## config.mk

```make
export PLATFORM = sky130hd
export DESIGN_NAME = fetch_sequencer
export DESIGN_NICKNAME = d
export VERILOG_FILES = /design/src/rtl/fetch_sequencer_pkg.sv /design/src/rtl/fetch_sequencer.sv
export SDC_FILE = /design/constraint.sdc
export NUM_CORES = 1
export LEC_CHECK = 0
export CELL_PAD_IN_SITES_DETAIL_PLACEMENT = 1
export CELL_PAD_IN_SITES_GLOBAL_PLACEMENT = 1
export CORE_AREA = 3 3 127 129
export DETAILED_ROUTE_END_ITERATION = 8
export DIE_AREA = 0 0 130 132
export PLACE_DENSITY_LB_ADDON = 0.1
export SETUP_SLACK_MARGIN = 0.15
export SLEW_MARGIN = 20
export SYNTH_ARGS = -nofsm -noshare
export SYNTH_HDL_FRONTEND = slang
export SYNTH_SLANG_ARGS = --single-unit
```

## constraint.sdc

```tcl
create_clock -name clk -period 3.1 [get_ports clk]
set_input_delay 0.62 -clock clk [delete_from_list [all_inputs] [get_ports clk]]
set_output_delay 0.62 -clock clk [all_outputs]
set_load 0.05 [all_outputs]
```

## src/rtl/fetch_sequencer_pkg.sv

```systemverilog
// Shared definitions for the fetch sequencer.
// Contents:
//   XLEN              instruction / address width
//   RESET_PC          PC value the PC register loads on reset (trace/checking only)
//   TRAP_VEC          next PC on a misaligned redirect (PC_ALIGN_CHECK_EN builds)
//   PC_STEP_DEF       default sequential increment in bytes
//   state_t, ST_*     FSM state encoding: BOOT, FETCH, ISSUE, DRAIN
package fetch_sequencer_pkg;

  localparam int          XLEN        = 32;
  localparam logic [31:0] RESET_PC    = 32'h0100_0000;
  localparam logic [31:0] TRAP_VEC    = 32'h0000_0000;
  localparam int unsigned PC_STEP_DEF = 4;

  typedef logic [1:0] state_t;

  localparam state_t ST_BOOT  = 2'd0;
  localparam state_t ST_FETCH = 2'd1;
  localparam state_t ST_ISSUE = 2'd2;
  localparam state_t ST_DRAIN = 2'd3;

endpackage

```

## src/rtl/fetch_sequencer.sv

```systemverilog
// fetch_sequencer: control FSM sitting between the PC register, the
// instruction memory port and decode.
//
// Optional feature: define PC_ALIGN_CHECK_EN to trap misaligned redirects
// (pc_next = TRAP_VEC and a one-cycle misalign_err pulse). Without it,
// misalign_err is tied low and redirect_pc is used verbatim.
//
// Ports:
//   clk, rst          clock; synchronous active-high reset
//   pc_cur            current PC from the PC register
//   pc_en, pc_next    PC register enable / data (register gives en priority over rst)
//   imem_req/addr     fetch request and address (addr follows pc_cur)
//   imem_ack/rdata    fetch completion and word, valid in the ack cycle
//   instr_valid/ready downstream handshake; instr/instr_pc held until accepted
//   stall             blocks accept and PC advance (not redirects)
//   redirect_valid/pc branch/jump taken and its target
//   misalign_err      misaligned-redirect pulse (PC_ALIGN_CHECK_EN only)
//   o_dbg_state       current FSM state, for trace and checkers
//
// Handshakes: imem_req stays high until the cycle imem_ack is seen; downstream
// transfer happens in a cycle where instr_valid && instr_ready && !stall and no
// redirect is present (a redirect in that cycle cancels the transfer).
module fetch_sequencer
  import fetch_sequencer_pkg::*;
#(
  parameter int unsigned PC_STEP = PC_STEP_DEF
) (
  input  logic            clk,
  input  logic            rst,
  input  logic [XLEN-1:0] pc_cur,
  output logic            pc_en,
  output logic [XLEN-1:0] pc_next,
  output logic            imem_req,
  output logic [XLEN-1:0] imem_addr,
  input  logic            imem_ack,
  input  logic [XLEN-1:0] imem_rdata,
  output logic            instr_valid,
  input  logic            instr_ready,
  output logic [XLEN-1:0] instr,
  output logic [XLEN-1:0] instr_pc,
  input  logic            stall,
  input  logic            redirect_valid,
  input  logic [XLEN-1:0] redirect_pc,
  output logic            misalign_err,
  output state_t          o_dbg_state
);

  localparam logic [XLEN-1:0] STEP = XLEN'(PC_STEP);

  state_t          r_state;
  state_t          w_state_nxt;
  logic [XLEN-1:0] r_instr;
  logic [XLEN-1:0] r_instr_pc;
  logic            w_redir;
  logic            w_accept;
  logic            w_capture;
  logic [XLEN-1:0] w_redir_target;
  logic            w_misalign;

  // Combinational outputs are gated by rst so a reset mid-fetch drops the
  // request immediately rather than on the following edge.
  always_comb begin
    w_redir     = !rst && redirect_valid && (r_state != ST_BOOT);
    w_accept    = !rst && (r_state == ST_ISSUE) && instr_ready && !stall && !w_redir;
    w_capture   = (r_state == ST_FETCH) && imem_ack && !w_redir;
    imem_req    = !rst && ((r_state == ST_FETCH) || (r_state == ST_DRAIN));
    imem_addr   = pc_cur;
    instr_valid = !rst && (r_state == ST_ISSUE);
    o_dbg_state = r_state;
  end

`ifdef PC_ALIGN_CHECK_EN
  always_comb begin
    w_misalign     = w_redir && (redirect_pc[1:0] != 2'b00);
    w_redir_target = w_misalign ? TRAP_VEC : redirect_pc;
  end
`else
  always_comb begin
    w_misalign     = 1'b0;
    w_redir_target = redirect_pc;
  end
`endif

  // Next-PC mux: redirect beats sequential advance; +STEP wraps mod 2^XLEN.
  always_comb begin
    pc_en        = w_redir || w_accept;
    pc_next      = w_redir ? w_redir_target : (pc_cur + STEP);
    misalign_err = w_misalign;
  end

  always_comb begin
    w_state_nxt = r_state;
    case (r_state)
      ST_BOOT:  w_state_nxt = ST_FETCH;
      ST_FETCH: begin
        // A redirect with no ack leaves a request outstanding that must be
        // drained; with an ack the stale word is simply dropped.
        if (w_redir)       w_state_nxt = imem_ack ? ST_FETCH : ST_DRAIN;
        else if (imem_ack) w_state_nxt = ST_ISSUE;
      end
      ST_ISSUE: begin
        if (w_redir || w_accept) w_state_nxt = ST_FETCH;
      end
      ST_DRAIN: begin
        if (w_redir || imem_ack) w_state_nxt = ST_FETCH;
      end
      default:  w_state_nxt = ST_BOOT;
    endcase
  end

  always_ff @(posedge clk) begin
    if (rst) begin
      r_state    <= ST_BOOT;
      r_instr    <= '0;
      r_instr_pc <= '0;
    end else begin
      r_state <= w_state_nxt;
      if (w_capture) begin
        r_instr    <= imem_rdata;
        r_instr_pc <= pc_cur;
      end
    end
  end

  assign instr    = r_instr;
  assign instr_pc = r_instr_pc;

endmodule

```

==> results summary, run 1 <==
After technology mapping, the gate count stands at 510. The busiest metal layer after global routing is met2. In this run, the number of DRC markers left after iteration 0 of detailed routing was 162. The final number of setup-violating endpoints came out at 0.

Overall power consumption after layout is estimated at 3.18 mW. On the critical path, the stage with the largest delay is an instance of or4_4. The total congestion overflow after global routing is 0.

The number of cells traversed by the worst register-to-register path is 5. The number of cells after detailed placement came out at 925. The net switching power came out at 1.09 mW. The worst setup path is captured at an output port. The worst setup skew after layout is 0.00560 ns. The timing-limited maximum frequency is 335 MHz. The worst flop-to-flop path endpoint is instr_pc[6]. The synthesized design contains 66 register bits. The headroom to the max-slew limit is 0.550. The period utilization is 0.962. Of all nets on the critical path, the largest fanout is 8. The fraction of power spent switching nets came out at 0.342. The number of nets produced by synthesis came out at 613. The data arrival time of the critical path came out at 2.36 ns. The flip-flop cell with the highest count after synthesis is dfxtp_1. The static leakage is 2.66 nW. The area share of the largest cell type after synthesis is 0.370. The count of H-tree levels built during CTS is 3. The transition time of the tightest slew-check pin is 0.675 ns. In this run the worst hold path is classified as reg -> reg.

Buffers inserted during clock tree synthesis total 9. The distinct cell type count after synthesis is 38. By area the synthesized netlist is led by dfxtp_1, nand2_1, a21oi_1. The power density over the cells came out at 448 nW/um^2. The clock group share of total power came out at 0.354. The fill cell instance count of the final layout came out at 1,787. The antenna diode count is 0. Setup repair after global routing could not meet its margin everywhere.

The cell with the most instances after synthesis is nand2_1. Sorting the synthesized cells by how often they occur yields nand2_1, a21oi_1, dfxtp_1. Counting along the longest clock path gives a buffer depth of 2. STA classifies the critical path startpoint as a primary input. For met1 alone, demand over resource in global routing was 0.223. The area of the core region is 15,100 um^2. The remaining design rule violation count came out at 0.

The share of synthesized registers carrying an async set or reset came out at 0. In this run the remaining antenna-violating nets after routing total 0. The clock-pin slew reported for the worst setup and hold paths after clock tree synthesis came out at 0.06 ns. The launch point of the worst path is pc_cur[6]. The area added between synthesis and finish came out at 98.5%.

The sequential element share of the synthesized area came out at 0.370. The cell depth of the worst hold path is 2. For the worst-skew pair, the clock arrives at the later sink with an insertion delay of 0.33 ns.

The fraction of layout instances using a drive strength above 1 is 0.236. Broken down by cell family, the worst path's largest delay share belongs to simple AND/OR/NAND/NOR gates. The number of pins exceeding their max-slew limit in the final report is 0. The overall track demand over capacity in global routing came out at 0.193. The count of buffering cells on the critical path with inverters included is 3. The effective utilization at floorplan is 0.236. The number of rows in the core area is 45. The weighted congestion reported at the end of routability-driven placement came out at 0.745.

For this run, global-route usage on met2 was measured as 0.334. The summed instance area of the synthesized netlist is 3570 um^2. Clock tree synthesis selected as its root buffer the cell clkbuf_16. The total number of vias is 4,519. The largest single stage delay on the critical path is 0.52 ns. The number of global-route vias before repair came out at 4,834. The max-cap violation count came out at 0. The register-to-register setup slack came out at 1.51 ns. The number of enable-type register cells in the synthesized netlist came out at 0. The critical path in this run is classified as in -> out. The number of port buffers is 234. The combinational power share is 0.358. Measured along the x axis, the die boundary spans 130 um.

The run finished with clean final reports. For this design, the CTS-stage hold fixing added 0 buffers. The worst IR drop on VDD came out at 0.000274 V.

For the worst setup path, the data required time is 2.48 ns. The internal power component came out at 2.09 mW. The first global-routing pass estimated 26,400 um of wire. The yosys synthesis warning count is 0. The sequential share of power came out at 0.287.

For this run, the detailed router's first-pass iteration total came to 4. The launch instance of the worst min-delay path is instr[6]. The detailed placement HPWL is 12,900 um.

After detailed routing, the average wire length per cell comes to 17.9 um. The number of non-filler instances in the completed layout came out at 947. The count of pins on the block boundary came out at 236.

The initial antenna violation count came to 0. The met3 routing resource usage after global routing is 0.0665. The die covers 17,200 um^2. dfxtp_1 takes more of the synthesized area than any other cell.

The CTS sink count came out at 66. TritonCTS built the clock tree. Entering global routing, the biggest net connects 57 pins. In this run the vertical extent of the chip is 132 um. For hold timing, the worst endpoint is instr[6]. The count of endpoints failing hold in the final timing report came out at 0. The routed wire length is 17,000 um.

The start of the worst register-to-register path is o_dbg_state[0]. The post-layout net count came out at 857. The average cell area after synthesis came out at 7.01 um^2.

The critical path goes through clkdlybuf4s15_2 -> nand4_2 -> or4_4 -> buf_8 -> or3_4 -> a31oi_4 -> buf_12. Using the TritonRoute via totals, the vias-per-cell ratio works out to 4.77. The final period demand of the worst path came out at 2.98 ns.
power by group through the flow:
stage	Combinational, mW	Sequential [mW]	Clock (mW)
after floorplan	0.450	1.07	0
after global placement	1.13	0.930	0
after detailed placement	1.14	0.933	0
after CTS	1.15	0.915	1.17
after global routing	1.20	0.920	1.20
final	1.14	0.914	1.13
registers in the layout (all words and copies together), names as in the netlist:
name         count
o_dbg_state      2
instr           32
instr_pc        32
cell usage in the layout, fill, tap and decap left out, types with 7 or more instances in the layout:
cell and count:
nand2_1 164, xor2_1 8, dfxtp_1 64, clkdlybuf4s50_1 160, buf_2 10, buf_4 73
a21oi_1 66, dlygate4sd2_1 8, buf_12 33, clkbuf_16 9, o21ai_0 10, nand3_1 12
nor2_1 14, nand4_1 9, o21ai_1 12, xnor2_1 7
metrics by stage:
step	TNS (ns)	area, um^2	hold WS [ns]	setup slack (ns)	utilization
6_report	0	7090	0.454	0.117	0.468
3_5_place_dp	-2.85	6660	0.449	-0.356	0.440
2_1_floorplan	-0.0297	3690	0.619	-0.0297	-
4_1_cts	0	7090	0.457	0.125	0.468
3_3_place_gp	-2.55	6660	0.442	-0.373	0.440
5_1_grt	0	7090	0.480	0.0827	0.468
worst max path at each step:
stage / end / cells past startpoint
2_1_floorplan: pc_en / 4
3_3_place_gp: pc_next[22] / 8
3_5_place_dp: pc_next[22] / 8
4_1_cts: pc_next[26] / 8
5_1_grt: pc_next[26] / 7
6_report: pc_next[26] / 7
per-layer routing:
metal / up-vias / share of wire
li1: 2180 / -
met1: 2150 / 0.41
met2: 161 / 0.49
met3: 28 / 0.073
met4: 0 / 0.023
met5: - / 0
logic make-up (layout without fill, tap and decap cells):
| logic type | count (synthesis) | count (layout) | share of synthesized area |
|---|---|---|---|
| simple gates | 243 | 243 | 0.307 |
| fa+ha+maj | 1 | 1 | 0.00350 |
| compound gates | 112 | 112 | 0.171 |
| other cells | 1 | 1 | 0.00105 |
| flops | 66 | 66 | 0.370 |
| buf+inv | 72 | 321 | 0.111 |
| xor+xnor | 15 | 15 | 0.0368 |
worst reg2reg max path: cells and delay by family, from the launching register on:
kind	cells	cell delay [ns]
AND/OR/NAND/NOR	3	0.68
buffers and inverters	1	0.31
AO/OA/AOI/OAI	1	0.07
flip-flops	1	0.39
layout make-up:
type | instances | area, um^2 | share of cell area
clock inverters | 6 | 88.8 | 0.0125
well taps | 188 | 235 | 0.0332
clock buffers | 10 | 239 | 0.0337
inverters | 4 | 15.0 | 0.00212
repair buffers | 301 | 3140 | 0.443
flip-flops and latches | 66 | 1320 | 0.187
multi-input cells | 372 | 2050 | 0.289
timing repair:
| item | in CTS | in global routing |
|---|---|---|
| buffers inserted | 5 | 1 |
| endpoints found under the hold margin | 0 | 0 |
| pin swaps | 16 | 2 |
| gates resized for setup | 103 | 2 |
| endpoints found under the setup margin | 31 | 4 |
(Power assumes the default switching activity.)
==> run 2, diff against run 1 <==
--- a/config.mk
+++ b/config.mk
@@ -7,9 +7,10 @@
 export LEC_CHECK = 0
 export CELL_PAD_IN_SITES_DETAIL_PLACEMENT = 1
 export CELL_PAD_IN_SITES_GLOBAL_PLACEMENT = 1
-export CORE_AREA = 3 3 127 129
+export CORE_AREA = 3 3 98 100
 export DETAILED_ROUTE_END_ITERATION = 8
-export DIE_AREA = 0 0 130 132
+export DIE_AREA = 0 0 101 103
+export DONT_BUFFER_PORTS = 1
 export PLACE_DENSITY_LB_ADDON = 0.1
 export SETUP_SLACK_MARGIN = 0.15
 export SLEW_MARGIN = 20
==> results summary, run 2 (synthesized netlist as in run 1, its figures left out) <==
The clock-pin slew reported for the worst setup and hold paths after clock tree synthesis is 0.08 ns (+0.02 ns). The peak per-stage delay on the critical path came to 0.50 ns (-0.02 ns). The worst setup skew after layout came out at 0.00780 ns (+0.00220 ns). The headroom to the max-slew limit came out at 0.625 (+0.0749). The internal power component is 1.48 mW (-29%). The slowest cell on the critical path is or4_4.

The DRC violation total after the first TritonRoute iteration is 128 (-21%). Setup repair after global routing left no endpoint under its margin. The number of post-CTS setup repair buffers is 0 (-5).

The max-cap violation count came out at 0 (unchanged). The effective utilization at floorplan came to 0.408 (+0.172). The total negative slack for setup checks came to 0 ns (unchanged). The combinational power share was 0.225 (-0.133). The first-pass iteration count of the detailed router is 4 (unchanged). The power density over the cells came out at 534 nW/um^2 (+19%). The number of cells after detailed placement came to 598 (-35%). The worst-skew pair later-pin latency came out at 0.33 ns (about the same). The number of rows in the core area came to 34 (-24%). The sequential share of power came to 0.463 (+0.176). The transition time of the tightest slew-check pin is 0.562 ns (-0.113 ns).

The number of pins exceeding their max-slew limit in the final report came out at 0 (unchanged). The count of endpoints failing hold in the final timing report is 0 (unchanged). The path class of the tightest hold or removal check is in -> reg. The detailed placement HPWL came out at 9450 um (-27%).

The maximum number of pins on one net before global-route repair was 70 (+23%). The highest fanout seen on the critical path came out at 8 (unchanged). The chip height is 103 um (-22%). The total number of vias was 3,541 (-22%). The post-layout net count came out at 604 (-30%). The number of non-filler instances in the completed layout came out at 614 (-35%). The post-detailed-route count of antenna-violating nets was 0 (unchanged). The number of port buffers came out at 0 (-100%).

In the layout the commonest cells are nand2_1, a21oi_1, dfxtp_1, buf_4, buf_12. The detailed-route vias per instance was 5.77 (+21%). The count of pins on the block boundary came out at 236 (unchanged).

The overall die width came to 101 um (-22%). The antenna diode count came out at 0 (unchanged). The average wire per cell in the routed design came out at 20.1 um (+12%). The count of H-tree levels built during CTS came out at 3 (unchanged). The net switching power came to 808 uW (-26%). The die area came to 10,400 um^2 (-39%).

The timing-limited maximum frequency came out at 353 MHz (+5.2%). The run finished with clean final reports. The required time reported for the critical path endpoint is 2.48 ns (about the same).

The total congestion overflow after global routing is 0 (unchanged). The core utilization of the finished layout came out at 0.489 (+0.0203). The final period demand of the worst path is 2.83 ns (-0.148 ns). CTS placed an instance of clkbuf_8 at the clock tree root. The routed wire length came out at 12,400 um (-27%). Walking the worst path, the cells encountered are ha_1 -> nand4_1 -> or4_4 -> or3_1 -> a31oi_4 -> buf_12. The worst-case setup slack after placement came out at 0.173 ns (+0.529 ns).

The number of global-route vias before repair is 3,526 (-27%). The static leakage came to 1.49 nW (-44%). STA classifies the critical path endpoint as an output port. The maximum clock insertion buffer count came out at 2 (unchanged). The worst setup path is launched from a primary input. The remaining design rule violation count is 0 (unchanged). The minimum setup slack in the final design is 0.266 ns (+0.148 ns). The data arrival time of the critical path is 2.21 ns (-0.15 ns).

Leaving out fill and tap cells, the most frequent cell in the layout is nand2_1. The sum of internal, switching and leakage power is 2.29 mW (-28%). Among cell families on the critical path, the largest total delay comes from simple AND/OR/NAND/NOR gates. The overall track demand over capacity in global routing came out at 0.225 (+0.0319).

The weighted congestion reported at the end of routability-driven placement is 0.789 (+5.8%). The worst IR drop on VDD is 0.000356 V (+30%). The post-layout instance area is 4280 um^2 (-40%). The fraction of power spent switching nets is 0.353 (+0.0107).

The total clock buffers created by CTS came to 9 (unchanged). The count of buffering cells on the critical path with inverters included is 1 (-2). The area of the core region was 8760 um^2 (-42%). The CTS sink count came to 66 (unchanged).

The period utilization came out at 0.914 (-0.0478). From synthesis to final layout, the design area changed by 19.8%. The fraction of layout instances using a drive strength above 1 is 0.170 (-0.0659). The clock group share of total power came out at 0.311 (-0.043). The final hold slack is 0.349 ns (-0.105 ns). The wire length of the first global-routing pass came out at 18,300 um (-31%). The initial antenna violation count came out at 0 (unchanged). The TritonCTS clock tree is yes.

The final number of setup-violating endpoints is 0 (unchanged). The critical path is of the in -> out type. The cell area after placement is 4080 um^2 (-39%).
run 2: cell type report:
class                   count  area, um^2
inverters                   4        15.0
clock inverters             5        53.8
flip-flops and latches     66        1330
multi-input cells         372        1990
well taps                 108         135
clock buffers              11         141
fillers                  1098        4480
repair buffers             48         623
run 2: worst reg2reg max path: stages (launching register included):
cell and delay [ns]:
dfxtp_2 0.33, buf_4 0.23, nand2_1 0.11, or3_2 0.60, buf_12 0.26, nand2_1 0.13, a21oi_1 0.07
run 2: path summary, 6_finish.rpt:
| kind | startpoint | endpoint | slack [ns] | cells after the start |
|---|---|---|---|---|
| hold reg to reg | o_dbg_state[1] | o_dbg_state[0] | 0.61 | 1 |
| setup reg to reg | o_dbg_state[0] | instr_pc[6] | 1.26 | 6 |
| hold / removal | rst | instr[25] | 0.35 | 1 |
| setup / recovery | pc_cur[2] | pc_next[26] | 0.27 | 6 |
run 2: layer usage:
| layer | vias up | wire length (um) | track usage |
|---|---|---|---|
| li1 | 1671 | - | - |
| met1 | 1702 | 4320 | 0.233 |
| met2 | 159 | 6580 | 0.424 |
| met3 | 9 | 1390 | 0.100 |
| met4 | 0 | 75 | 0.0368 |
| met5 | - | 0 | 0 |
run 2: power groups by stage:
| stage | Combinational [mW] | Sequential [mW] | Clock [mW] |
|---|---|---|---|
| 2_1_floorplan | 0.450 | 1.07 | 0 |
| 3_3_place_gp | 0.510 | 1.08 | 0 |
| 4_1_cts | 0.521 | 1.06 | 0.732 |
| 3_5_place_dp | 0.519 | 1.08 | 0 |
| 5_1_grt | 0.548 | 1.07 | 0.772 |
| 6_report | 0.516 | 1.06 | 0.712 |
run 2: repair_timing:
item	in CTS	in global routing
setup endpoints to repair	0	5
hold endpoints to repair	0	0
gates resized for setup	0	3
hold buffers	0	0
